--- src/rtl/uart_pkg.sv ---
// Shared definitions for the UART TX scheduler: FSM state encoding and default oversample ratio.
package uart_pkg;

  typedef enum logic [2:0] {
    IDLE,
    START,
    DATA,
    PARITY,
    STOP
  } uart_state_t;

  localparam int OVERSAMPLE_DEFAULT = 16;

endpackage

--- src/rtl/rr_arbiter.sv ---
// Combinational round-robin pick: first set request at or after ptr_i, wrapping.
// Zero latency; when no request is set, gnt_o is all zeros and idx_o is 0.
module rr_arbiter #(
  parameter int NUM_REQ = 4
) (
  input  logic [NUM_REQ-1:0]         req_i,
  input  logic [$clog2(NUM_REQ)-1:0] ptr_i,
  output logic [NUM_REQ-1:0]         gnt_o,
  output logic [$clog2(NUM_REQ)-1:0] idx_o
);

  localparam int IW = $clog2(NUM_REQ);

  logic          found;
  logic [IW-1:0] k;

  always_comb begin
    gnt_o = '0;
    idx_o = '0;
    found = 1'b0;
    k     = '0;
    for (int i = 0; i < NUM_REQ; i++) begin
      k = IW'((int'(ptr_i) + i) % NUM_REQ);
      if (!found && req_i[k]) begin
        found    = 1'b1;
        gnt_o[k] = 1'b1;
        idx_o    = k;
      end
    end
  end

endmodule

--- src/rtl/uart_tx_sched.sv ---
// Round-robin shared UART transmitter (8N1, LSB first); define UART_TX_PARITY_EN to add an even-parity bit.
// Grant is registered one cycle after an idle cycle with a request; requests wait while a frame is in flight.
module uart_tx_sched
  import uart_pkg::*;
#(
  parameter int NUM_REQ    = 4,
  parameter int DATA_WIDTH = 8,
  parameter int OVERSAMPLE = OVERSAMPLE_DEFAULT
) (
  input  logic                          clk,
  input  logic                          reset,
  input  logic                          baud_tick,
  input  logic [NUM_REQ-1:0]            req,
  input  logic [NUM_REQ*DATA_WIDTH-1:0] req_data,
  output logic [NUM_REQ-1:0]            grant,
  output logic [$clog2(NUM_REQ)-1:0]    owner,
  output logic                          busy,
  output logic                          tx_done,
  output logic                          tx
);

  localparam int IW = $clog2(NUM_REQ);
  localparam int TW = $clog2(OVERSAMPLE);
  localparam int BW = $clog2(DATA_WIDTH);

  uart_state_t           state_q, state_d;
  logic [TW-1:0]         tick_q, tick_d;
  logic [BW-1:0]         bit_q, bit_d;
  logic [DATA_WIDTH-1:0] shreg_q, shreg_d;
  logic [IW-1:0]         ptr_q, ptr_d;
  logic [NUM_REQ-1:0]    grant_q, grant_d;
  logic [IW-1:0]         owner_q, owner_d;
  logic                  busy_q, busy_d;
  logic                  done_q, done_d;
  logic                  tx_q, tx_d;
`ifdef UART_TX_PARITY_EN
  logic                  par_q, par_d;
`endif

  logic [NUM_REQ-1:0]    arb_gnt;
  logic [IW-1:0]         arb_idx;
  logic [DATA_WIDTH-1:0] data_arr [NUM_REQ];

  for (genvar g = 0; g < NUM_REQ; g++) begin : g_unpack
    assign data_arr[g] = req_data[g*DATA_WIDTH +: DATA_WIDTH];
  end

  rr_arbiter #(.NUM_REQ(NUM_REQ)) u_arb (
    .req_i (req),
    .ptr_i (ptr_q),
    .gnt_o (arb_gnt),
    .idx_o (arb_idx)
  );

  always_comb begin
    state_d = state_q;
    tick_d  = tick_q;
    bit_d   = bit_q;
    shreg_d = shreg_q;
    ptr_d   = ptr_q;
    grant_d = '0;
    owner_d = owner_q;
    busy_d  = busy_q;
    done_d  = 1'b0;
    tx_d    = tx_q;
`ifdef UART_TX_PARITY_EN
    par_d   = par_q;
`endif
    if (state_q == IDLE) begin
      tick_d = '0;
      if (|req) begin
        grant_d = arb_gnt;
        owner_d = arb_idx;
        shreg_d = data_arr[arb_idx];
`ifdef UART_TX_PARITY_EN
        par_d   = ^data_arr[arb_idx];
`endif
        busy_d  = 1'b1;
        tx_d    = 1'b0;
        state_d = START;
        ptr_d   = (arb_idx == IW'(NUM_REQ-1)) ? '0 : arb_idx + IW'(1);
      end
    end else if (baud_tick) begin
      if (tick_q != TW'(OVERSAMPLE-1)) begin
        tick_d = tick_q + TW'(1);
      end else begin
        // Bit boundary: tx_d carries the level of the bit that starts now.
        tick_d = '0;
        case (state_q)
          START: begin
            state_d = DATA;
            bit_d   = '0;
            tx_d    = shreg_q[0];
          end
          DATA: begin
            if (bit_q == BW'(DATA_WIDTH-1)) begin
`ifdef UART_TX_PARITY_EN
              state_d = PARITY;
              tx_d    = par_q;
`else
              state_d = STOP;
              tx_d    = 1'b1;
`endif
            end else begin
              bit_d   = bit_q + BW'(1);
              shreg_d = shreg_q >> 1;
              tx_d    = shreg_q[1];
            end
          end
          PARITY: begin
            state_d = STOP;
            tx_d    = 1'b1;
          end
          STOP: begin
            state_d = IDLE;
            busy_d  = 1'b0;
            done_d  = 1'b1;
            tx_d    = 1'b1;
          end
          default: state_d = IDLE;
        endcase
      end
    end
  end

  always_ff @(posedge clk or posedge reset) begin
    if (reset) begin
      state_q <= IDLE;
      tick_q  <= '0;
      bit_q   <= '0;
      shreg_q <= '0;
      ptr_q   <= '0;
      grant_q <= '0;
      owner_q <= '0;
      busy_q  <= 1'b0;
      done_q  <= 1'b0;
      tx_q    <= 1'b1;
    end else begin
      state_q <= state_d;
      tick_q  <= tick_d;
      bit_q   <= bit_d;
      shreg_q <= shreg_d;
      ptr_q   <= ptr_d;
      grant_q <= grant_d;
      owner_q <= owner_d;
      busy_q  <= busy_d;
      done_q  <= done_d;
      tx_q    <= tx_d;
    end
  end

`ifdef UART_TX_PARITY_EN
  always_ff @(posedge clk or posedge reset) begin
    if (reset) par_q <= 1'b0;
    else       par_q <= par_d;
  end
`endif

  assign grant   = grant_q;
  assign owner   = owner_q;
  assign busy    = busy_q;
  assign tx_done = done_q;
  assign tx      = tx_q;

endmodule

--- config.mk ---
export PLATFORM = sky130hd
export DESIGN_NAME = uart_tx_sched
export DESIGN_NICKNAME = d
export VERILOG_FILES = /design/src/rtl/uart_pkg.sv /design/src/rtl/rr_arbiter.sv /design/src/rtl/uart_tx_sched.sv
export SDC_FILE = /design/constraint.sdc
export NUM_CORES = 1
export LEC_CHECK = 0
export ABC_CLOCK_PERIOD_IN_PS = 3200
export CAP_MARGIN = 20
export CORE_MARGIN = 4
export CORE_UTILIZATION = 50
export DETAILED_ROUTE_END_ITERATION = 12
export PLACE_DENSITY_LB_ADDON = 0.08
export SYNTH_ARGS = -nofsm -noshare
export SYNTH_HDL_FRONTEND = slang
export SYNTH_SLANG_ARGS = --single-unit
--- constraint.sdc ---
create_clock -name clk -period 3.2 [get_ports clk]
set_input_delay 0.64 -clock clk [delete_from_list [all_inputs] [get_ports clk]]
set_output_delay 0.64 -clock clk [all_outputs]
set_load 0.01 [all_outputs]
# After elaboration in Yosys (flattened, before gate mapping)
# Cells that the tools add are included.
# W data, S select, Z words.
# totals
wordCells,132
input_bits,39
n_memories,0
latchBits,0
rom_bits,0
ramBits,0
output_inout_bits,9
regBits,29
# classes
n_shift,0
reduce_logical,24
order_cmp,9
n_bitwise,6
n_mux,65
eq_ne,12
div_mod_pow,0
addsub,6
multipliers,0
# op_table
operator,count
$mux W8,8
$mux W4,9
$mux W1,25
$mux W3,6
$bmux W8 S2,1
$lt A2 B3 Y1 const B,4
$or A4 B4 Y4,3
$reduce_and A4 Y1,3
$mux W2,5
$reduce_and A5 Y1,2
$pmux W3 S3,1
$bmux W1 S2,4
$demux W1 S2,4
$ge A2 B1 Y1 const B,4
$reduce_bool A2 Y1,4
$logic_and A1 B1 Y1,7
$eq A3 B2 Y1 const B,2
$eq A3 B3 Y1 const B,2
$ne A2 B2 Y1 const B,3
$pmux W3 S2,1
$add A2 B1 Y2 const B,2
$add A2 B2 Y2 const B,2
$add A4 B1 Y4 const B,1
$ne A4 B4 Y1 const B,1
other kinds (15),18

# Longest topological paths before layout
# Gate-level depths: netlist of the first run.
# logic_depth
depth_word,18
depth_mapped,10
ltp_nobuf,8

# Hierarchy
# A second synthesis of the first run with hierarchy kept.
# unflattened
hier_cells,192
area_unflattened_um2,2029.4
# by_module_without_submodules
mod,seq_area_each_um2,area_each_um2,cells_each,n_inst
uart_tx_sched,726.9,1590.3,144,1
rr_arbiter,0.0,439.2,48,1

# Worst setup path before layout of the first run
# OpenSTA, ideal clock, no wires.
# synth_path
path_type,reg-to-reg
start,reg ptr_q[0]
end,reg shreg_q[1]
stages_incl_launch_ff,11
setup_slack_ps,564
n_path_buf,2
synth_period_minus_slack_ps,2636
arrival_time_ps,2496
setup_ps,140
required_time_ps,3060
cell_sequence,dfrtp_1 > buf_2 > inv_1 > ha_1 > mux4_2 > nor2b_4 > o21ai_1 > nand2_4 > buf_6 > mux2i_1 > o221ai_1
# synth_via
elab_chain_cells,18
elab_cells_between_ends,30
classes_between,add/sub: 3; mux: 20; bitwise: 1; reduce/logical: 6
# synth_lines
item,line,text
"start, declared",uart_tx_sched.sv:30,"logic [IW-1:0] ptr_q, ptr_d;"
"start signal, assigned",uart_tx_sched.sv:143,ptr_q <= ptr_d;
"parallel branches: the longest is 11 deep, another holds $add A2 B1 Y2",--,
$mux W2 *,rr_arbiter.sv:24,if (!found && req_i[k]) begin
$not A2 Y3 (not written as such) *,uart_tx_sched.sv:74,shreg_d = data_arr[arb_idx];
$bmux W8 S2 *,uart_tx_sched.sv:74,
$mux W8 (not written as such) * (2 in series),uart_tx_sched.sv:74,
$mux W8 *,uart_tx_sched.sv:71,if (|req) begin
$mux W8 *,uart_tx_sched.sv:69,if (state_q == IDLE) begin
"end signal, assigned",uart_tx_sched.sv:142,shreg_q <= shreg_d;
"end, declared",uart_tx_sched.sv:29,"logic [DATA_WIDTH-1:0] shreg_q, shreg_d;"
# Mark *: on every way between the ends. The select of a mux whose other input is x is not followed.
# A chain may end at the register's enable or synchronous reset.

# Worst setup path in the final report of the first run
# layout_path
start,in req[1]
end,reg shreg_q[5]
# layout_via
elab_chain_cells,18
elab_cells_between_ends,30
classes_between,eq/ne: 1; mux: 20; bitwise: 1; reduce/logical: 8
# layout_lines
item,line,text
"start, declared",uart_tx_sched.sv:13,"input logic [NUM_REQ-1:0] req,"
$bmux W1 S2,rr_arbiter.sv:24,
$mux W1 (not written as such),rr_arbiter.sv:24,
$mux W1,rr_arbiter.sv:24,
$logic_not A1 Y1,rr_arbiter.sv:24,
$logic_and A1 B1 Y1,rr_arbiter.sv:24,
$mux W1,rr_arbiter.sv:24,
$logic_not A1 Y1,rr_arbiter.sv:24,
$logic_and A1 B1 Y1,rr_arbiter.sv:24,
$mux W1,rr_arbiter.sv:24,
$logic_not A1 Y1,rr_arbiter.sv:24,
$logic_and A1 B1 Y1,rr_arbiter.sv:24,
$mux W2,rr_arbiter.sv:24,
$not A2 Y3 (not written as such),uart_tx_sched.sv:74,
$bmux W8 S2,uart_tx_sched.sv:74,
$mux W8 (not written as such) (2 in series),uart_tx_sched.sv:74,
$mux W8,uart_tx_sched.sv:71,
$mux W8,uart_tx_sched.sv:69,
# Several ways; a longest one is shown, not always the timed one. The select of a mux whose other input is x is not followed.

==> impl_results.md, run 1 <==
- Status: finished, final reports clean
- Worst hold path class: flop to flop
- Die height: 71.1 um
- Largest cells by area after synthesis: dfrtp_1 (35%), mux2i_1 (10%), ha_1 (6.9%)
- Fin crit period: 2720 ps
- Most common cell in the netlist: dfrtp_1
- Async set or reset register ratio after synthesis: 1.00
- Drt initial violations: 143
- Post-CTS resize count: 0
- Distinct cells, synth: 43
- Ys flop type: dfrtp_1
- M2 GR Usage: 0.303
- DP HPWL: 3180 um
- Reg-to-reg setup timing slack: 620 ps
- Sequential share of power: 0.293
- Nets: 305
- I/O Pins: 48
- Cell row count: 22
- GR Overflow Total: 0
- Final Max Slew Viols: 0
- #FFs+latches synth: 29
- Number of enable flip-flop cells after synthesis: 0
- Final wirelength: 4250 um
- First-pass GRT wire length: 7130 um
- Top Family by Delay on Critical Path: compound AO/OA/AOI/OAI gates
- Via Count: 1,722
- CP max stage delay: 620 ps
- Vias in the first global route: 1,620
- Final setup fails: 0
- Crit path required time: 3390 ps
- Setup TNS: 0 ps
- Net Sw Power: 0.868 mW
- Clock latency on the worst-skew pair: 280 ps
- Power Internal: 1.24 mW
- Crit Path Class: input pin to flop
- Synth top area share: 0.352
- Critical path launch point type: input pin
- GR met1 Demand/Resource: 0.213
- Inserted Diodes: 0
- CTS tree: built
- Pwr dens: 804 nW/um^2
- Cell taking the most area after synthesis: dfrtp_1
- Sw Ratio: 0.412
- CTS buffer count: 5
- Post-Syn Instances: 203
- Final non-filler cell total: 304
- Syn nets: 253
- Die Width: 71.1 um
- Clock Tree Root: clkbuf_8
- Max_cap viols: 0
- Hold Vio Cnt, Final: 0
- Yosys warns: 0
- Synthesized area: 1990 um^2
- Routability Congestion: 0.827
- Static Leakage: 1.16 nW
- Skew final: 3.25 ps
- Slew HR: 0.604
- CTS clk-pin slew, worst paths: 60 ps
- Unrepaired setup endpoints after global routing: no
- Post-route ant nets: 0
- Routed vias/inst: 5.66
- Max stage delay cell, worst path: mux4_2
- Placed cell count: 296
- CP max FO: 9
- Detailed Routing Iterations Pass 1: 4
- H-tree depth: 2
- Initial antenna violation count: 0
- Part of the cycle the worst path needs: 0.849
- Bufs and invs on worst path: 1
- Combinational Power Share: 0.548
- Syn avg cell area: 9.80 um^2
- Final hold slack: 487 ps
- IO Port Bufs: 47
- Core area: 3740 um^2
- Top post-synthesis cells by count: dfrtp_1 (28), nor2_1 (22), mux2i_1 (20), a21oi_1 (19), nand2_1 (17)
- Hold buffers post-CTS: 0
- Setup Buffers After CTS: 0
- Total power draw: 2.10 mW
- Crit-path cells: clkdlybuf4s50_1 -> mux4_2 -> a2111oi_4 -> o21ai_2 -> or2_0 -> o221ai_1
- Worst Setup End Kind: flop
- Most used routing layer: met2
- Max Clk Rate: 368 MHz
- Critical path arrival: 2900 ps
- Routed len/inst: 14.0 um
- Clock share of power: 0.159
- Initial Utilization: 0.531
- Clock sink total: 29
- GRT Util Overall: 0.175
- Seq/Total Area, Yosys: 0.365
- Fill cell count: 317
- Area growth syn-to-layout: 31.5%
- Die ar.: 5050 um^2
- Layout cells sized above 1: 0.125
- DRC Markers: 0
- Met3 Use GR: 0.0483
- Largest net degree at the start of global routing: 30
- Worst slew pin tran: 593 ps
- Worst IR Drop VDD: 0.362 mV
- Clk buf depth: 2
## final timing paths
path	startpoint	endpoint	depth (start not counted)
setup / recovery	req[1]	shreg_q[5]	6
hold / removal	shreg_q[7]	shreg_q[7]	2
setup reg to reg	ptr_q[0]	shreg_q[5]	7
hold reg to reg	shreg_q[7]	shreg_q[7]	2
max in group asynchronous	reset	tx	3
min in group asynchronous	reset	tick_q[0]	3
## worst reg2reg max path: stages (launching register included)
cell and delay, ps:
dfrtp_1 340, inv_1 100, ha_1 440, mux4_2 470, a2111oi_4 340, o21ai_2 110, or2_0 420, o221ai_1 280
## layer usage
metal | wire length [um] | vias to the layer above | part of all wire
met5 | 0 | - | 0
met4 | 50 | 0 | 0.012
met1 | 1830 | 820 | 0.43
met2 | 2170 | 39 | 0.51
li1 | - | 857 | -
met3 | 201 | 6 | 0.047
## sequential cells by signal, summed over array words and instances (netlist names)
register and cells:
owner 2, grant 4, busy 1, tick_q 4, bit_q 3, tx_done 1, ptr_q 2, tx 1
shreg_q 8, state_q 3
## area by class of cell
class	count	area, um^2	share of cell area
inverter	3	11.3	0.00430
timing repair buffer	56	538	0.206
tap	48	60.1	0.0230
clock inverter	1	5.00	0.00191
sequential	29	727	0.278
clock buffer	7	96.3	0.0368
multi-input combinational	160	1180	0.451
## power groups by stage
stage                     Clock [mW]  Sequential, mW  Combinational (mW)
after floorplan                    0           0.580               0.940
after global placement             0           0.617                1.14
after detailed placement           0           0.621                1.16
after CTS                      0.343           0.616                1.16
after global routing           0.357           0.643                1.28
final                          0.334           0.617                1.15
## through the flow
| stage | area [um^2] | setup slack, ps | util |
|---|---|---|---|
| 4_1_cts | 2620 | 482 | 0.699 |
| 5_1_grt | 2620 | 344 | 0.699 |
| 3_5_place_dp | 2510 | 176 | 0.672 |
| 3_3_place_gp | 2510 | 247 | 0.672 |
| 2_1_floorplan | 1990 | 564 | - |
| 6_report | 2620 | 483 | 0.699 |
## layout by cell type (no fill, tap or decap), drive strengths merged, types with 2 or more instances in the layout
| cell | count |
|---|---|
| clkdlybuf4s50 | 47 |
| mux2 | 3 |
| nor3 | 2 |
| mux4 | 2 |
| or3 | 2 |
| buf | 9 |
| clkbuf | 7 |
| nor3b | 2 |
| nor2 | 22 |
| o221ai | 8 |
| a32o | 2 |
| xor2 | 2 |
| or2 | 2 |
| mux2i | 20 |
| and3 | 8 |
| dfrtp | 28 |
| nand4 | 2 |
| nand2 | 18 |
| a21oi | 19 |
| o21ai | 10 |
| a22oi | 6 |
| o211ai | 3 |
| a221oi | 4 |
| inv | 3 |
| nand2b | 2 |
| ha | 11 |
| nand3 | 2 |
## cells by family after synthesis
group,synth area share
XOR/XNOR,0.00881
multiplexers,0.140
buffers and inverters,0.0421
flip-flops,0.365
adder cells (fa/ha/maj),0.0692
AND/OR/NAND/NOR,0.167
AO/OA/AOI/OAI,0.208
No activity file was read; power rests on OpenSTA's default activity.
==> run 2: changes to the inputs <==
--- a/config.mk
+++ b/config.mk
@@ -5,10 +5,10 @@
 export SDC_FILE = /design/constraint.sdc
 export NUM_CORES = 1
 export LEC_CHECK = 0
-export ABC_CLOCK_PERIOD_IN_PS = 3200
+export ABC_CLOCK_PERIOD_IN_PS = 2400
 export CAP_MARGIN = 20
 export CORE_MARGIN = 4
-export CORE_UTILIZATION = 50
+export CORE_UTILIZATION = 45
 export DETAILED_ROUTE_END_ITERATION = 12
 export PLACE_DENSITY_LB_ADDON = 0.08
 export SYNTH_ARGS = -nofsm -noshare
==> constraint.sdc (replaced) <==
create_clock -name clk -period 2.4 [get_ports clk]
set_input_delay 0.48 -clock clk [delete_from_list [all_inputs] [get_ports clk]]
set_output_delay 0.48 -clock clk [all_outputs]
set_load 0.01 [all_outputs]
==> run 2 against run 1 <==
  * Worst hold slack lost 1.1 ps
  * Clock skew grew 1.6 ps
  * Largest cell class unchanged
  * Non-clock buffer count grew 27
  * First-iteration DRC count shrank 42%
  * Via count grew 6.4%
  * Clock power grew 34%
  * Sequential cell count is the same
  * Final cell count grew 9.5%
  * Die area grew 9.8%
  * Critical path depth grew 1
  * Sequential power grew 34%
==> impl_results.md, run 2 (synthesized netlist as in run 1, its figures left out) <==
- Static Leakage: 1.33 nW (+15%)
- Die height: 74.5 um (+4.8%)
- Largest net degree at the start of global routing: 30 (unchanged)
- Worst setup margin: 136 ps (-347 ps)
- Reg2Reg Launch Point: ptr_q[0]
- Net Sw Power: 1.26 mW (+46%)
- DP HPWL: 3360 um (+5.6%)
- Die Width: 74.5 um (+4.8%)
- Status: finished, final reports clean
- Reg2Reg Depth: 8 (+1)
- Fill cell count: 352 (+11%)
- Die ar.: 5550 um^2 (+9.8%)
- Worst IR Drop VDD: 0.709 mV (+96%)
- Slew HR: 0.646 (+0.0417)
- CTS tree: built
- Clock latency on the worst-skew pair: 280 ps (about the same)
- Worst Setup SP: req[0]
- GRT Util Overall: 0.178 (+0.00282)
- Fin crit period: 2260 ps
- Combinational Power Share: 0.611 (+0.063)
- IO Port Bufs: 47 (unchanged)
- Layout cells sized above 1: 0.230 (+0.105)
- Hold Path Cell Cnt: 2 (unchanged)
- CTS buffer count: 5 (unchanged)
- Crit path required time: 2590 ps (-800 ps)
- Leading cell type in the layout, fill and taps excluded: clkdlybuf4s50_1
- Sw Ratio: 0.386 (-0.0266)
- Final wirelength: 4640 um (+9.1%)
- Critical path arrival: 2460 ps (-440 ps)
- Area growth syn-to-layout: 45.8%
- CTS clk-pin slew, worst paths: 60 ps (about the same)
- Post-route ant nets: 0 (unchanged)
- Reg-to-reg setup timing slack: 180 ps (-440 ps)
- Hold buffers post-CTS: 0 (unchanged)
- DRC Markers: 0 (unchanged)
- Max Clk Rate: 442 MHz
- Inserted Diodes: 0 (unchanged)
- Routed len/inst: 13.9 um (-0.40%)
- Part of the cycle the worst path needs: 0.943
- Cell row count: 23 (+4.5%)
- Skew final: 4.84 ps (+1.59 ps)
- Commonest non-fill, non-tap cells in the layout: clkdlybuf4s50_1 (44), buf_4 (30), dfrtp_1 (27), nor2_1 (21)
- Hold Vio Cnt, Final: 0 (unchanged)
- Crit Path Class: input pin to flop
- Drt initial violations: 83 (-42%)
- Max_cap viols: 0 (unchanged)
- CP max FO: 8 (-1)
- R2r endpoint: shreg_q[4]
- Power Internal: 2.01 mW (+63%)
- Clock Tree Root: clkbuf_8
- Initial antenna violation count: 0 (unchanged)
- Clk buf depth: 2 (unchanged)
- Core area: 4140 um^2 (+11%)
- Pwr dens: 1130 nW/um^2 (+40%)
- Final setup fails: 0 (unchanged)
- I/O Pins: 48 (unchanged)
- Nets: 332 (+8.9%)
- Vias in the first global route: 1,779 (+9.8%)
- Via Count: 1,833 (+6.4%)
- Worst hold path class: flop to flop
- Clock share of power: 0.137 (-0.022)
- Max FFs per register: 8 (unchanged)
- Register with the most flip-flops: shreg_q
- GR Overflow Total: 0 (unchanged)
- Clock sink total: 29 (unchanged)
- Final core area utilization: 0.700 (+0.00132)
- Routability Congestion: 0.825 (-0.24%)
- Worst Setup End Kind: flop
- First-pass GRT wire length: 7730 um (+8.5%)
- Critical path launch point type: input pin
- Initial Utilization: 0.480 (-0.0513)
- Hold path startpoint: owner[1]
- H-tree depth: 2 (unchanged)
- Worst slew pin tran: 531 ps (-62.5 ps)
- Detailed Routing Iterations Pass 1: 4 (unchanged)
- Routed vias/inst: 5.50 (-2.8%)
- Sequential share of power: 0.252 (-0.041)
- Place WS: -245 ps (-421 ps)
- Final Max Slew Viols: 0 (unchanged)
- Endpoint, Worst Hold: owner[1]
- Final hold slack: 485 ps (-1.06 ps)
-- run 2: cell count changes in the layout (fill, tap and decap cells not counted), moves of 3 or more --
cell / change
dlymetal6s2s_1: +3
buf_4: +21
buf_6: +3
buf_12: +3
clkdlybuf4s50_1: -3
-- run 2: worst max-delay path, stage by stage --
cell	delay [ps]
clkdlybuf4s50_1	420
mux4_2	520
a2111oi_4	340
o21ai_2	90
or2_0	230
buf_4	190
o221ai_1	190
-- run 2: power groups by stage --
stage          logic, mW  registers (mW)  clock network [mW]
4_1_cts             1.78           0.825               0.451
3_5_place_dp        1.76           0.832                   0
6_report            2.00           0.827               0.447
3_3_place_gp        1.75           0.832                   0
5_1_grt             2.19           0.852               0.481
2_1_floorplan       1.32           0.776                   0
-- run 2: metal layers --
metal  track usage  wire (um)
met2         0.308       2270
met4        0.0356         54
met1         0.220       2080
met5             0          0
met3        0.0527        238
-- run 2: cell type report --
type / instances / area (um^2) / share of cell area
clock buffers: 7 / 96.3 / 0.0332
clock inverters: 1 / 5.00 / 0.00172
inverters: 3 / 11.3 / 0.00388
multi-input cells: 160 / 1200 / 0.414
flip-flops and latches: 29 / 728 / 0.251
well taps: 50 / 62.6 / 0.0216
repair buffers: 83 / 797 / 0.275
-- run 2: worst max-delay path by stage --
stage | end | slack [ps] | cells past startpoint
2_1_floorplan | shreg_q[1] | 8 | 10
3_3_place_gp | shreg_q[2] | -200 | 8
3_5_place_dp | shreg_q[2] | -250 | 8
4_1_cts | shreg_q[7] | 50 | 8
5_1_grt | shreg_q[6] | -7 | 9
6_report | shreg_q[4] | 140 | 7
-- run 2: repair_timing --
| action | 4_1_cts | 5_1_grt |
|---|---|---|
| buffers inserted | 0 | 5 |
| endpoints found under the setup margin | 0 | 9 |
| endpoints found under the hold margin | 0 | 0 |
| resized for setup | 0 | 9 |
-- run 2: stage by stage --
step	TNS [ps]	power, mW	instances	instance area [um^2]
after global placement	-1910	2.58	320	2710
after global routing	-14.9	3.53	333	2900
after detailed placement	-2450	2.60	320	2710
final	0	3.28	333	2900
after CTS	0	3.05	328	2810
after floorplan	0	2.10	203	2020
